===== config.mk =====
export PLATFORM = sky130hd
export DESIGN_NAME = axi_sram_slave
export DESIGN_NICKNAME = d
export VERILOG_FILES = /design/src/rtl/axi_slv_pkg.sv /design/src/rtl/axi_sram_slave.sv
export SDC_FILE = /design/constraint.sdc
export NUM_CORES = 1
export LEC_CHECK = 0
export ABC_AREA = 1
export CORE_MARGIN = 2
export CORE_UTILIZATION = 40
export CTS_CLUSTER_SIZE = 25
export DETAILED_ROUTE_END_ITERATION = 12
export PLACE_DENSITY = 0.86
export SLEW_MARGIN = 40
export SYNTH_ARGS = -nofsm -noshare
export SYNTH_HDL_FRONTEND = slang
export SYNTH_SLANG_ARGS = --single-unit

===== constraint.sdc =====
create_clock -name clk -period 3.7 [get_ports clk]
set_input_delay 0.37 -clock clk [delete_from_list [all_inputs] [get_ports clk]]
set_output_delay 0.37 -clock clk [all_outputs]
set_load 0.01 [all_outputs]

===== src/rtl/axi_slv_pkg.sv =====
// axi_slv_pkg: shared types and constants for the
// data-side AXI-to-SRAM responder.
package axi_slv_pkg;

   typedef enum logic [2:0] {
      ST_IDLE       = 3'd0,
      ST_RD_DATA    = 3'd1,
      ST_R_RESP     = 3'd2,
      ST_WR_COLLECT = 3'd3,
      ST_WR_SRAM    = 3'd4,
      ST_B_RESP     = 3'd5
   } state_t;

   localparam int NUM_STATES = 6;

   localparam logic [1:0] RESP_OKAY   = 2'b00;
   localparam logic [1:0] RESP_SLVERR = 2'b10;

   // Byte address to SRAM word address (drops the lane bits).
   function automatic logic [29:0] byte_to_word(
      input logic [31:0] addr
   );
      return addr[31:2];
   endfunction

endpackage


===== src/rtl/axi_sram_slave.sv =====
// axi_sram_slave: single-outstanding AXI responder in front
// of a 1-cycle-latency byte-writable data SRAM.
module axi_sram_slave
   import axi_slv_pkg::*;
#(
   parameter int SRAM_AW = 16,
   parameter int ID_W    = 4
) (
   input  logic               clk,
   input  logic               rst,
   input  logic [ID_W-1:0]    s_arid,
   input  logic [31:0]        s_araddr,
   input  logic [2:0]         s_arsize,
   input  logic               s_arvalid,
   output logic               s_arready,
   output logic [ID_W-1:0]    s_rid,
   output logic [31:0]        s_rdata,
   output logic [1:0]         s_rresp,
   output logic               s_rlast,
   output logic               s_rvalid,
   input  logic               s_rready,
   input  logic [ID_W-1:0]    s_awid,
   input  logic [31:0]        s_awaddr,
   input  logic [2:0]         s_awsize,
   input  logic               s_awvalid,
   output logic               s_awready,
   input  logic [31:0]        s_wdata,
   input  logic [3:0]         s_wstrb,
   input  logic               s_wvalid,
   output logic               s_wready,
   output logic [ID_W-1:0]    s_bid,
   output logic [1:0]         s_bresp,
   output logic               s_bvalid,
   input  logic               s_bready,
   output logic               sram_en,
   output logic [3:0]         sram_wen,
   output logic [SRAM_AW-1:0] sram_addr,
   output logic [31:0]        sram_wdata,
   input  logic [31:0]        sram_rdata
);

   state_t               r_state;
   state_t               w_next;
   logic                 w_ar_hs;
   logic                 w_aw_hs;
   logic                 w_w_hs;
   logic                 r_aw_got;
   logic                 r_w_got;
   logic [ID_W-1:0]      r_rid;
   logic [ID_W-1:0]      r_bid;
   logic [31:0]          r_rdata;
   logic [SRAM_AW-1:0]   r_waddr;
   logic [31:0]          r_wdata;
   logic [3:0]           r_wstrb;
   logic [29:0]          w_ar_word;
   logic [29:0]          w_aw_word;
   logic                 w_unused;

   assign w_ar_word = byte_to_word(s_araddr);
   assign w_aw_word = byte_to_word(s_awaddr);

   // Size fields and high address bits alias and are not used.
   assign w_unused = ^{s_arsize, s_awsize,
                       s_araddr[1:0], s_awaddr[1:0],
                       w_ar_word[29:SRAM_AW],
                       w_aw_word[29:SRAM_AW]};

   assign s_rid   = r_rid;
   assign s_rdata = r_rdata;
   assign s_rresp = RESP_OKAY;
   assign s_rlast = s_rvalid;
   assign s_bid   = r_bid;
   assign s_bresp = RESP_OKAY;

   // Next state, channel readies/valids and SRAM strobes.
   always_comb begin
      w_next     = r_state;
      s_arready  = 1'b0;
      s_awready  = 1'b0;
      s_wready   = 1'b0;
      s_rvalid   = 1'b0;
      s_bvalid   = 1'b0;
      w_ar_hs    = 1'b0;
      w_aw_hs    = 1'b0;
      w_w_hs     = 1'b0;
      sram_en    = 1'b0;
      sram_wen   = 4'b0000;
      sram_addr  = '0;
      sram_wdata = '0;
      unique case (r_state)
         ST_IDLE: begin
            s_awready = 1'b1;
            s_wready  = 1'b1;
            // Writes win so a read never overtakes a store.
            s_arready = !s_awvalid && !s_wvalid;
            w_aw_hs   = s_awvalid;
            w_w_hs    = s_wvalid;
            w_ar_hs   = s_arvalid && s_arready;
            if (w_aw_hs && w_w_hs) begin
               w_next = ST_WR_SRAM;
            end else if (w_aw_hs || w_w_hs) begin
               w_next = ST_WR_COLLECT;
            end else if (w_ar_hs) begin
               sram_en   = 1'b1;
               sram_addr = w_ar_word[SRAM_AW-1:0];
               w_next    = ST_RD_DATA;
            end
         end
         ST_RD_DATA: begin
            w_next = ST_R_RESP;
         end
         ST_R_RESP: begin
            s_rvalid = 1'b1;
            if (s_rready) begin
               w_next = ST_IDLE;
            end
         end
         ST_WR_COLLECT: begin
            s_awready = !r_aw_got;
            s_wready  = !r_w_got;
            w_aw_hs   = s_awvalid && s_awready;
            w_w_hs    = s_wvalid && s_wready;
            if (w_aw_hs || w_w_hs) begin
               w_next = ST_WR_SRAM;
            end
         end
         ST_WR_SRAM: begin
            sram_en    = 1'b1;
            sram_wen   = r_wstrb;
            sram_addr  = r_waddr;
            sram_wdata = r_wdata;
            w_next     = ST_B_RESP;
         end
         ST_B_RESP: begin
            s_bvalid = 1'b1;
            if (s_bready) begin
               w_next = ST_IDLE;
            end
         end
         default: begin
            w_next = ST_IDLE;
         end
      endcase
   end

   // State register plus capture of IDs, data and write fields.
   always_ff @(posedge clk) begin
      if (!rst) begin
         r_state  <= ST_IDLE;
         r_aw_got <= 1'b0;
         r_w_got  <= 1'b0;
         r_rid    <= '0;
         r_bid    <= '0;
         r_rdata  <= '0;
         r_waddr  <= '0;
         r_wdata  <= '0;
         r_wstrb  <= '0;
      end else begin
         r_state <= w_next;
         if (w_ar_hs) begin
            r_rid <= s_arid;
         end
         if (r_state == ST_RD_DATA) begin
            r_rdata <= sram_rdata;
         end
         if (w_aw_hs) begin
            r_waddr  <= w_aw_word[SRAM_AW-1:0];
            r_bid    <= s_awid;
            r_aw_got <= 1'b1;
         end
         if (w_w_hs) begin
            r_wdata <= s_wdata;
            r_wstrb <= s_wstrb;
            r_w_got <= 1'b1;
         end
         if (r_state == ST_WR_SRAM) begin
            r_aw_got <= 1'b0;
            r_w_got  <= 1'b0;
         end
      end
   end

endmodule

==> parameters.txt <==
Parameter                              Value

Status
  Outcome ... complete, no violations

Detailed routing
  Via density ... 4.629
  Via count of the routed design ... 4351
  Detailed-route DRC error count ... 0
  Final antenna-violating net count ... 0
  Drt total wl ... 11.87 mm
  Number of DRC markers after the initial detailed-route iteration ... 278
  Routed length per instance ... 12.62 um
  Number of detailed-routing iterations run before antenna repair ... 5

Synth
  Portion of synthesized cell area occupied by the leading cell type ... 46.63%
  Post-synth top area cell ... sky130_fd_sc_hd__dfxtp_1
  Number of enable-type register cells in the synthesized netlist ... 0
  Avg Cell Area, Syn ... 6.883 um2
  Seq cells post-synth ... 97
  Ys async rst share ... 0%
  Largest cells by area after synthesis ... sky130_fd_sc_hd__dfxtp_1, sky130_fd_sc_hd__nor2_1, sky130_fd_sc_hd__o21ai_0
  Distinct cell type count of the synthesized netlist ... 25
  Proportion of synthesized chip area in sequential cells ... 46.63%
  Synth warn ... 0
  Netlist area before placement ... 0.004164 mm2
  Most common flop cell mapped by yosys ... sky130_fd_sc_hd__dfxtp_1
  Number of cells produced by synthesis ... 605

CTS
  Hold buffer count at cts ... 0
  Number of clock sinks ... 97
  Resize count post-CTS ... 0
  Insertion delay to the later sink of the worst-skew pair ... 350 ps
  Clock root buffer ... sky130_fd_sc_hd__clkbuf_8
  Clock tree from TritonCTS ... done
  CTS H-tree depth ... 3
  Maximum buffer depth of the clock tree ... 2
  Clock slew at reported path FFs ... 100 ps
  Number of buffers inserted to repair setup after CTS ... 0
  TritonCTS buffer count ... 9

STA
  Setup repair after global routing missed its margin ... no
  Number of hold violations in the final report ... 0
  Worst hold-check slack ... 471.7 ps
  Fin crit period ... 3145 ps
  Slew Viols, Final ... 0
  Total negative setup slack ... 0 ps
  Rel. slew slack ... 48.11%
  Transition time at the pin with the least slew margin ... 777.5 ps
  Skew final ... 17.41 ps
  Achievable frequency ... 318.0 MHz
  Fraction of the cycle the final worst path needs ... 85.00%
  Final-report setup violation count ... 0

Critical path
  Maximum fanout encountered on the critical timing path ... 17
  Minimum setup slack among reg-to-reg paths ... 1700 ps
  Endpoint arrival time on the critical path ... 2780 ps
  Critical Path RT ... 3330 ps
  Critical setup path kind ... primary input to output pin
  Most numerous cell on the critical path ... sky130_fd_sc_hd__clkdlybuf4s50_1
  Critical path startpoint category ... primary input
  Cells along the critical path ... clkdlybuf4s50_1 > inv_1 > ha_1 > nand3_2 > clkinv_2 > nand2_4 > or2_1 > o21ai_0 > clkdlybuf4s50_1
  Cell family with most CP delay ... buffers and inverters
  Slowest stage delay, CP ... 560 ps
  Number of buffers and inverters on the critical path ... 4
  Cell type of the slowest stage on the worst timing path ... sky130_fd_sc_hd__clkdlybuf4s50_1
  Crit. End Element ... output pin

Die
  Row count ... 37
  Initial Util ... 40.70%
  Die boundary width ... 106.0 um
  DIE AREA ... 0.01124 mm2
  Vertical die dimension ... 106.0 um
  Std-Cell Core Area ... 0.01023 mm2
  Number of placed I/O pins ... 256

Place
  Placer's final routability congestion estimate ... 0.8809
  Number of port buffers ... 213
  HPWL Detailed ... 8.474 mm

Global routing
  Largest net degree at the start of global routing ... 65
  Overall Global Routing Usage ... 20.89%
  First-pass GRT wire length ... 19.15 mm
  Via count of the first global-routing pass ... 4034
  Antenna violations before repair ... 0
  Global route overflow ... 0

Finish
  Leading cell type in the layout, fill and taps excluded ... sky130_fd_sc_hd__nor2_1
  Filler Cell Count ... 951
  Final #Nets ... 954
  Core utilization of the finished layout ... 63.25%
  Count of inserted antenna diode cells ... 0
  Commonest cells after routing, fill and taps aside ... sky130_fd_sc_hd__nor2_1, sky130_fd_sc_hd__clkdlybuf4s50_1, sky130_fd_sc_hd__o21ai_0, sky130_fd_sc_hd__dfxtp_1, sky130_fd_sc_hd__inv_1
  Syn-to-layout area delta ... 55.41%
  Fraction of final layout cells sized beyond drive strength 1 ... 5.224%

Pwr
  Final Power ... 3.790 mW
  IR drop worst, VDD ... 0.2899 mV
  Power density over the cells ... 585.7 mW/mm2
  Pleak ... 2.662 nW

Job
  Number of max-cap violations ... 0

Worst hold path
  Class of the most critical hold timing path ... flop to flop
-- worst reg2reg max path, cell delays in order, from the launching register on --
cell	delay, ps
sky130_fd_sc_hd__dfxtp_1	400
sky130_fd_sc_hd__nor2_4	180
sky130_fd_sc_hd__inv_2	70
sky130_fd_sc_hd__nor2_2	160
sky130_fd_sc_hd__nand2_1	80
sky130_fd_sc_hd__nand2_1	70
sky130_fd_sc_hd__buf_4	330
sky130_fd_sc_hd__inv_2	350
sky130_fd_sc_hd__nor2_1	210
sky130_fd_sc_hd__nor2_1	60
-- Yosys cell counts (5+ instances only) --
library cell / n
sky130_fd_sc_hd__dfxtp_1: 97
sky130_fd_sc_hd__buf_1: 5
sky130_fd_sc_hd__a21oi_1: 7
sky130_fd_sc_hd__nand3_1: 12
sky130_fd_sc_hd__nor2_1: 222
sky130_fd_sc_hd__o21ai_0: 98
sky130_fd_sc_hd__inv_1: 66
sky130_fd_sc_hd__nand2_1: 37
sky130_fd_sc_hd__buf_4: 6
sky130_fd_sc_hd__o21ai_2: 9
sky130_fd_sc_hd__buf_2: 7
sky130_fd_sc_hd__buf_6: 5
sky130_fd_sc_hd__clkbuf_1: 15
-- path summary, 6_finish.rpt --
kind,from,endpoint,cells after the start
setup / recovery,s_awvalid,sram_addr[7],9
hold / removal,s_rid[0],s_rid[0],2
setup reg to reg,r_state[0],r_wdata[10],9
hold reg to reg,s_rid[0],s_rid[0],2
-- report_power, final --
part,switching (mW),leakage [nW],internal [mW]
Clock,0.372,0.0827,0.246
Combinational,0.873,1.78,0.731
Sequential,0.180,0.799,1.39
Total,1.43,2.66,2.37
-- metrics by stage --
step	worst slack (ps)	instances	area, um2
after floorplan	1898	608	4175
final	554.8	940	6471
after detailed placement	535.5	924	6301
after global placement	633.0	924	6299
after CTS	539.3	940	6471
after global routing	349.4	940	6471
-- sequential cells by signal, summed over array words and instances (netlist names) --
| signal | cells |
|---|---|
| r_wdata | 32 |
| s_rdata | 32 |
| r_waddr | 16 |
| r_wstrb | 4 |
| s_bid | 4 |
| s_rid | 4 |
| r_state | 3 |
| r_aw_got | 1 |
| r_w_got | 1 |
-- routing by layer --
layer  vias to the layer above  track usage, %  part of all wire, %
met4                         0           5.733                  1.7
met2                       154           35.99                   48
met5                         -               0                    0
met1                      1954           26.28                   43
met3                        15           4.721                  7.1
li1                       2228               -                    -
-- final cells by class --
type                       instances  area (um2)  share of cell area [%]
timing repair buffer             218        2167                   33.49
sequential                        97        1942                   30.01
inverter                          71       267.8                   4.138
clock buffer                      10       127.6                   1.972
clock inverter                     6       42.54                  0.6574
multi-input combinational        402        1754                   27.11
tap                              136       170.2                   2.630
-- cells by family (layout without fill, tap and decap cells) --
logic type,count (synthesis),in the layout,share of synthesized area (%)
adder cells (fa/ha/maj),2,2,0.6009
flip-flops,97,97,46.63
AND/OR/NAND/NOR,279,279,26.29
AO/OA/AOI/OAI,117,117,14.87
buffers and inverters,109,305,11.51
other,1,4,0.09006
(Power assumes the default switching activity.)
